--- src/rtl/winograd_dot_stream.sv ---
// Streaming Winograd inner-product unit: accumulates vectors of 2*N_PAIRS-element
// operand beats and returns either the raw pair-product sum or the true dot product.
//
// state  | meaning
// -------+-----------------------------------------------------------
// IDLE   | waiting for the first beat of a vector
// ACCUM  | accepting further beats of the current vector
// DRAIN  | input closed, waiting for the pipeline to empty
// DONE   | result presented, waiting for out_ready_i
module winograd_dot_stream #(
  parameter int IN_SIZE_0 = 8,
  parameter int IN_SIZE_1 = 8,
  parameter int N_PAIRS   = 4,
  parameter int MAX_BEATS = 16,
  localparam int MAX_W    = (IN_SIZE_0 > IN_SIZE_1) ? IN_SIZE_0 : IN_SIZE_1,
  localparam int ACC_SIZE = 2*(MAX_W+1) + $clog2(N_PAIRS) + $clog2(MAX_BEATS) + 2,
  localparam int CNT_W    = $clog2(MAX_BEATS+1)
) (
  input  logic                                    clk_i,
  input  logic                                    rst_ni,
  input  logic                                    mode_i,
  input  logic                                    in_valid_i,
  output logic                                    in_ready_o,
  input  logic                                    in_last_i,
  input  logic [2*N_PAIRS-1:0][IN_SIZE_0-1:0]     in_0_i,
  input  logic [2*N_PAIRS-1:0][IN_SIZE_1-1:0]     in_1_i,
  output logic                                    out_valid_o,
  input  logic                                    out_ready_i,
  output logic signed [ACC_SIZE-1:0]              out_o,
  output logic [CNT_W-1:0]                        out_beats_o,
  output logic                                    out_trunc_o
);

  localparam int PRE_W  = MAX_W + 1;
  localparam int PROD_W = 2 * PRE_W;

  typedef enum logic [1:0] {S_IDLE, S_ACCUM, S_DRAIN, S_DONE} state_t;

  state_t                     r_state;
  logic                       r_in_ready;
  logic                       r_mode;
  logic [CNT_W-1:0]           r_cnt;
  logic                       r_trunc;
  logic                       r_out_valid;
  logic signed [ACC_SIZE-1:0] r_out;
  logic [CNT_W-1:0]           r_out_beats;
  logic                       r_out_trunc;

  logic                       r_s1_v;
  logic signed [PROD_W-1:0]   r_s1_p [N_PAIRS];
  logic signed [PROD_W-1:0]   r_s1_c [N_PAIRS];
  logic                       r_s2_v;
  logic signed [ACC_SIZE-1:0] r_s2_sum;
  logic signed [ACC_SIZE-1:0] r_acc;

  logic                       w_accept;
  logic [CNT_W-1:0]           w_cnt_nxt;
  logic                       w_hit_max;
  logic                       w_pipe_empty;
  logic signed [PRE_W-1:0]    w_pre_x [N_PAIRS];
  logic signed [PRE_W-1:0]    w_pre_y [N_PAIRS];
  logic signed [PROD_W-1:0]   w_prod  [N_PAIRS];
  logic signed [PROD_W-1:0]   w_corr  [N_PAIRS];
  logic signed [ACC_SIZE-1:0] w_sum_p;
  logic signed [ACC_SIZE-1:0] w_sum_c;
  logic signed [ACC_SIZE-1:0] w_term;

  assign w_accept     = in_valid_i & r_in_ready;
  assign w_cnt_nxt    = (r_state == S_IDLE) ? CNT_W'(1) : r_cnt + CNT_W'(1);
  assign w_hit_max    = (w_cnt_nxt == CNT_W'(MAX_BEATS));
  // The accumulate stage is fed directly by S2, so an empty S1/S2 means r_acc is final.
  assign w_pipe_empty = ~r_s1_v & ~r_s2_v;

  always_comb begin
    for (int j = 0; j < N_PAIRS; j++) begin
      w_pre_x[j] = PRE_W'($signed(in_0_i[2*j+1])) + PRE_W'($signed(in_1_i[2*j]));
      w_pre_y[j] = PRE_W'($signed(in_0_i[2*j]))   + PRE_W'($signed(in_1_i[2*j+1]));
      w_prod[j]  = PROD_W'(w_pre_x[j]) * PROD_W'(w_pre_y[j]);
      w_corr[j]  = PROD_W'($signed(in_0_i[2*j])) * PROD_W'($signed(in_0_i[2*j+1]))
                 + PROD_W'($signed(in_1_i[2*j])) * PROD_W'($signed(in_1_i[2*j+1]));
    end
  end

  always_comb begin
    w_sum_p = '0;
    w_sum_c = '0;
    for (int j = 0; j < N_PAIRS; j++) begin
      w_sum_p = w_sum_p + ACC_SIZE'(r_s1_p[j]);
      w_sum_c = w_sum_c + ACC_SIZE'(r_s1_c[j]);
    end
    w_term = r_mode ? (w_sum_p - w_sum_c) : w_sum_p;
  end

  always_ff @(posedge clk_i or negedge rst_ni) begin
    if (!rst_ni) begin
      r_s1_v   <= 1'b0;
      r_s2_v   <= 1'b0;
      r_s2_sum <= '0;
      r_acc    <= '0;
      for (int j = 0; j < N_PAIRS; j++) begin
        r_s1_p[j] <= '0;
        r_s1_c[j] <= '0;
      end
    end else begin
      r_s1_v <= w_accept;
      if (w_accept) begin
        for (int j = 0; j < N_PAIRS; j++) begin
          r_s1_p[j] <= w_prod[j];
          r_s1_c[j] <= w_corr[j];
        end
      end
      r_s2_v <= r_s1_v;
      if (r_s1_v) r_s2_sum <= w_term;
      // Previous vector is fully drained before IDLE, so clearing here is safe.
      if (w_accept && r_state == S_IDLE) r_acc <= '0;
      else if (r_s2_v)                   r_acc <= r_acc + r_s2_sum;
    end
  end

  always_ff @(posedge clk_i or negedge rst_ni) begin
    if (!rst_ni) begin
      r_state     <= S_IDLE;
      r_in_ready  <= 1'b0;
      r_mode      <= 1'b0;
      r_cnt       <= '0;
      r_trunc     <= 1'b0;
      r_out_valid <= 1'b0;
      r_out       <= '0;
      r_out_beats <= '0;
      r_out_trunc <= 1'b0;
    end else begin
      case (r_state)
        S_IDLE, S_ACCUM: begin
          r_in_ready <= 1'b1;
          if (w_accept) begin
            r_cnt <= w_cnt_nxt;
            if (r_state == S_IDLE) r_mode <= mode_i;
            if (in_last_i || w_hit_max) begin
              r_state    <= S_DRAIN;
              r_in_ready <= 1'b0;
              r_trunc    <= ~in_last_i;
            end else begin
              r_state <= S_ACCUM;
            end
          end
        end
        S_DRAIN: begin
          r_in_ready <= 1'b0;
          if (w_pipe_empty) begin
            r_out       <= r_acc;
            r_out_beats <= r_cnt;
            r_out_trunc <= r_trunc;
            r_out_valid <= 1'b1;
            r_state     <= S_DONE;
          end
        end
        S_DONE: begin
          if (out_ready_i) begin
            r_out_valid <= 1'b0;
            r_out_trunc <= 1'b0;
            r_in_ready  <= 1'b1;
            r_state     <= S_IDLE;
          end
        end
        default: r_state <= S_IDLE;
      endcase
    end
  end

  assign in_ready_o  = r_in_ready;
  assign out_valid_o = r_out_valid;
  assign out_o       = r_out;
  assign out_beats_o = r_out_beats;
  assign out_trunc_o = r_out_trunc;

endmodule

--- config.mk ---
export PLATFORM = sky130hd
export DESIGN_NAME = winograd_dot_stream
export DESIGN_NICKNAME = d
export VERILOG_FILES = /design/src/rtl/winograd_dot_stream.sv
export SDC_FILE = /design/constraint.sdc
export NUM_CORES = 2
export LEC_CHECK = 0
export BUFFER_PORTS_ARGS = -buffer_cell sky130_fd_sc_hd__buf_2
export CAP_MARGIN = 20
export CORE_ASPECT_RATIO = 0.5
export CORE_MARGIN = 2
export CORE_UTILIZATION = 30
export DETAILED_ROUTE_END_ITERATION = 12
export PLACE_DENSITY = 0.54
export SLEW_MARGIN = 0
export SYNTH_ARGS = -nofsm -noshare
export SYNTH_HDL_FRONTEND = slang
export SYNTH_SLANG_ARGS = --single-unit
--- constraint.sdc ---
create_clock -name clk_i -period 5.4 [get_ports clk_i]
set_input_delay 0.54 -clock clk_i [delete_from_list [all_inputs] [get_ports clk_i]]
set_output_delay 0.54 -clock clk_i [all_outputs]
set_load 0.05 [all_outputs]
==> results.json <==
{
  "multi_input_area_um2": 41400,
  "slowest_stage": "fa_1",
  "syn_avg_cell_area_um2": 9.45,
  "finalCriticalPeriod_ns": 5.86,
  "cts_buffer_depth": 3,
  "numClockSinks": 233,
  "cp_max_fo": 2,
  "initial_core_util": 0.304,
  "worst_slew_pin_slew_ns": 1.05,
  "cts_root_buffer": "clkbuf_16",
  "area_delta_synth_final_pct": 29.7,
  "setup-tns-final_ns": -8.60,
  "grt_pass1_wl_um": 216000,
  "synth_ff_type": "dfrtp_1",
  "dieArea_um2": 167000,
  "hold_violations": 0,
  "num_vias": 37200,
  "drc": 0,
  "final_common_cell": "inv_1",
  "ios": 168,
  "clkLatencyLatePin_ns": 0.58,
  "timing.slew.headroom": 0.301,
  "fin_crit_sh": 1.09,
  "grt_max_degree": 116,
  "syn-instance-count": 5200,
  "numCtsBuffers": 27,
  "skew_ns": 0.0271,
  "synth_edf_count": 0,
  "core_um2": 162000,
  "ff_latch_area_um2": 5830,
  "dp.final_hpwl_um": 114000,
  "max-cap-violations": 0,
  "timing.final.ws_setup_ns": -0.463,
  "fin_nets": 7846,
  "max_stage_delay_ns": 0.51,
  "final_cell_mix": "inv_1, fa_1, buf_4",
  "synth.net_count": 6783,
  "tritoncts": "done",
  "critPathLaunchType": "input port",
  "worstPathArrival_ns": 6.29,
  "path_buf_inv": 5,
  "ant_nets": 0,
  "violations": "setup timing",
  "ys.warnings.count": 0,
  "cp_top_family": "adder cells",
  "htree_levels": 1,
  "seq_area_frac_synth": 0.119,
  "cp.required_ns": 5.82,
  "chipHeight_um": 290,
  "antenna_found_initial": 7,
  "grt-ovfl-total": 0,
  "ys_async_sr_fraction": 1.00,
  "max_freq_mhz": 171,
  "gp_congestion": 0.863,
  "std_cell_rows": 104,
  "ys_types": 66,
  "rsz0062_at_grt": "true",
  "clk_pin_slew_ns": 0.06,
  "wl_um": 132000,
  "path_class": "input port to flip-flop",
  "nFillCells": 16100,
  "grt_pass1_vias": 40000,
  "hold_class": "input port to flip-flop",
  "io_buffers": 167,
  "slew_viol_final": 0,
  "drive_above_1_share": 0.265,
  "syn_area_um2": 49100,
  "drt_iter0_drc": 1775,
  "routed_via_density": 4.39,
  "cp-end-kind": "flip-flop",
  "synth_seq_cells": 233,
  "drt-wirelength-per-cell_um": 15.6,
  "outcome": "finished with violations",
  "grtUsageTotal": 0.161,
  "cpMostUsedCell": "fa_1",
  "first_pass_iters": 5,
  "fp.dieW_um": 576,
  "setup_viol_count_final": 34
}
worst register-to-register path, cell delays in order (launching register included):
cell and delay (ns):
dfrtp_1 0.40, inv_4 0.11, fa_1 0.44, fa_1 0.50, inv_1 0.04, ha_2 0.17, fa_2 0.56, inv_2 0.05
fa_2 0.34, fa_1 0.52, inv_2 0.06, fa_2 0.36, a21oi_2 0.18, o211ai_1 0.15, a2111o_1 0.43, a31o_1 0.23
a211o_1 0.30, a211o_1 0.33, o31ai_4 0.19, xor2_1 0.17, o221ai_1 0.11
metrics by stage:
| stage | hold slack (ns) | cells | util | setup slack (ns) | cell area [um^2] |
|---|---|---|---|---|---|
| after detailed placement | 0.473 | 8320 | 0.368 | -1.14 | 59500 |
| final | 0.172 | 8458 | 0.394 | -0.463 | 63800 |
| after global routing | 0.172 | 8456 | 0.394 | -0.740 | 63800 |
| after CTS | 0.138 | 8436 | 0.385 | -0.376 | 62300 |
| after global placement | 0.464 | 8320 | 0.368 | -1.10 | 59500 |
| after floorplan | 0.244 | 5200 | - | -0.778 | 49700 |
worst paths after layout:
kind	start	end	slack (ns)	cells past startpoint
setup / recovery	in_0_i[40]	r_s1_p[34]$_DFFE_PN0P_	-0.46	28
hold / removal	mode_i	r_mode$_DFFE_PN0P_	0.17	3
setup reg to reg	r_s1_p[37]$_DFFE_PN0P_	r_s2_sum[20]$_DFFE_PN0P_	-0.41	20
hold reg to reg	r_s1_p[45]$_DFFE_PN0P_	r_s1_p[45]$_DFFE_PN0P_	0.49	2
max in group asynchronous	rst_ni	r_s2_sum[14]$_DFFE_PN0P_	3.71	3
min in group asynchronous	rst_ni	out_beats_o[4]$_DFFE_PN0P_	0.54	2
area by class of cell:
| type | count | area share |
|---|---|---|
| diodes | 2 | 0.0000785 |
| clock buffers | 36 | 0.0119 |
| well taps | 2173 | 0.0426 |
| flip-flops and latches | 233 | 0.0915 |
| inverters | 1169 | 0.0691 |
| multi-input cells | 3736 | 0.650 |
| repair buffers | 1096 | 0.133 |
| clock inverters | 13 | 0.00210 |
routing by layer:
metal  up-vias  GRT usage  wire (um)
met1     18600      0.234      64400
met3        79     0.0202       5160
met5         -          0         16
li1      18000          -          -
met4         2     0.0184       1410
met2       442      0.263      60700
cell usage after synthesis (all sizes together), types with 4 or more instances:
cell type     n  area share
clkinv        4     0.00031
inv        1165       0.089
a41oi         4     0.00071
xor2        110       0.020
buf           6     0.00046
o21a         19      0.0029
nor3         37      0.0038
a211oi       15      0.0023
o31ai         9      0.0017
fa          956        0.39
a21o         66       0.010
a211o         5     0.00089
clkbuf       56      0.0043
nor3b         5     0.00076
nand2b       70      0.0089
dfrtp       233        0.12
o21bai       47      0.0072
nand2       526       0.040
mux2i        33      0.0067
and2        347       0.044
o41ai         7      0.0017
mux2         38      0.0087
a21oi       159       0.016
and3         15      0.0019
nor2        225       0.017
nand3        33      0.0034
xnor2       182       0.032
or3           9      0.0011
a31oi        15      0.0019
nand3b        6     0.00092
ha          493        0.13
o22ai         5     0.00064
or2          23      0.0029
nand4         5     0.00064
o211ai       16      0.0024
nor2b        41      0.0052
o21ai       177       0.018
a31o          5     0.00089
registers in the layout, indices dropped and copies added (netlist names), 2 cells and up:
signal	flops
r_state	2
r_s1_c	68
r_s1_p	72
r_s2_sum	22
out_o	26
out_beats_o	5
r_acc	26
r_cnt	5
what timing repair did:
item	CTS	global route
buffers inserted	71	34
resized for setup	296	304
endpoints found under the hold margin	62	0
pin swaps	225	222
setup endpoints to repair	56	70
hold buffers	1	0
kinds of logic after synthesis:
family          count (synthesis)  share of synthesized area
fa+ha+maj                    1449                      0.515
simple gates                 1349                      0.132
buf+inv                      1231                     0.0940
compound gates                575                     0.0725
xor+xnor                      292                     0.0520
flops                         233                      0.119
mux                            71                     0.0154
Power is left out: the tool's default activity adds up to more than one toggle a clock period on the data nets, which glitch-free logic cannot reach.
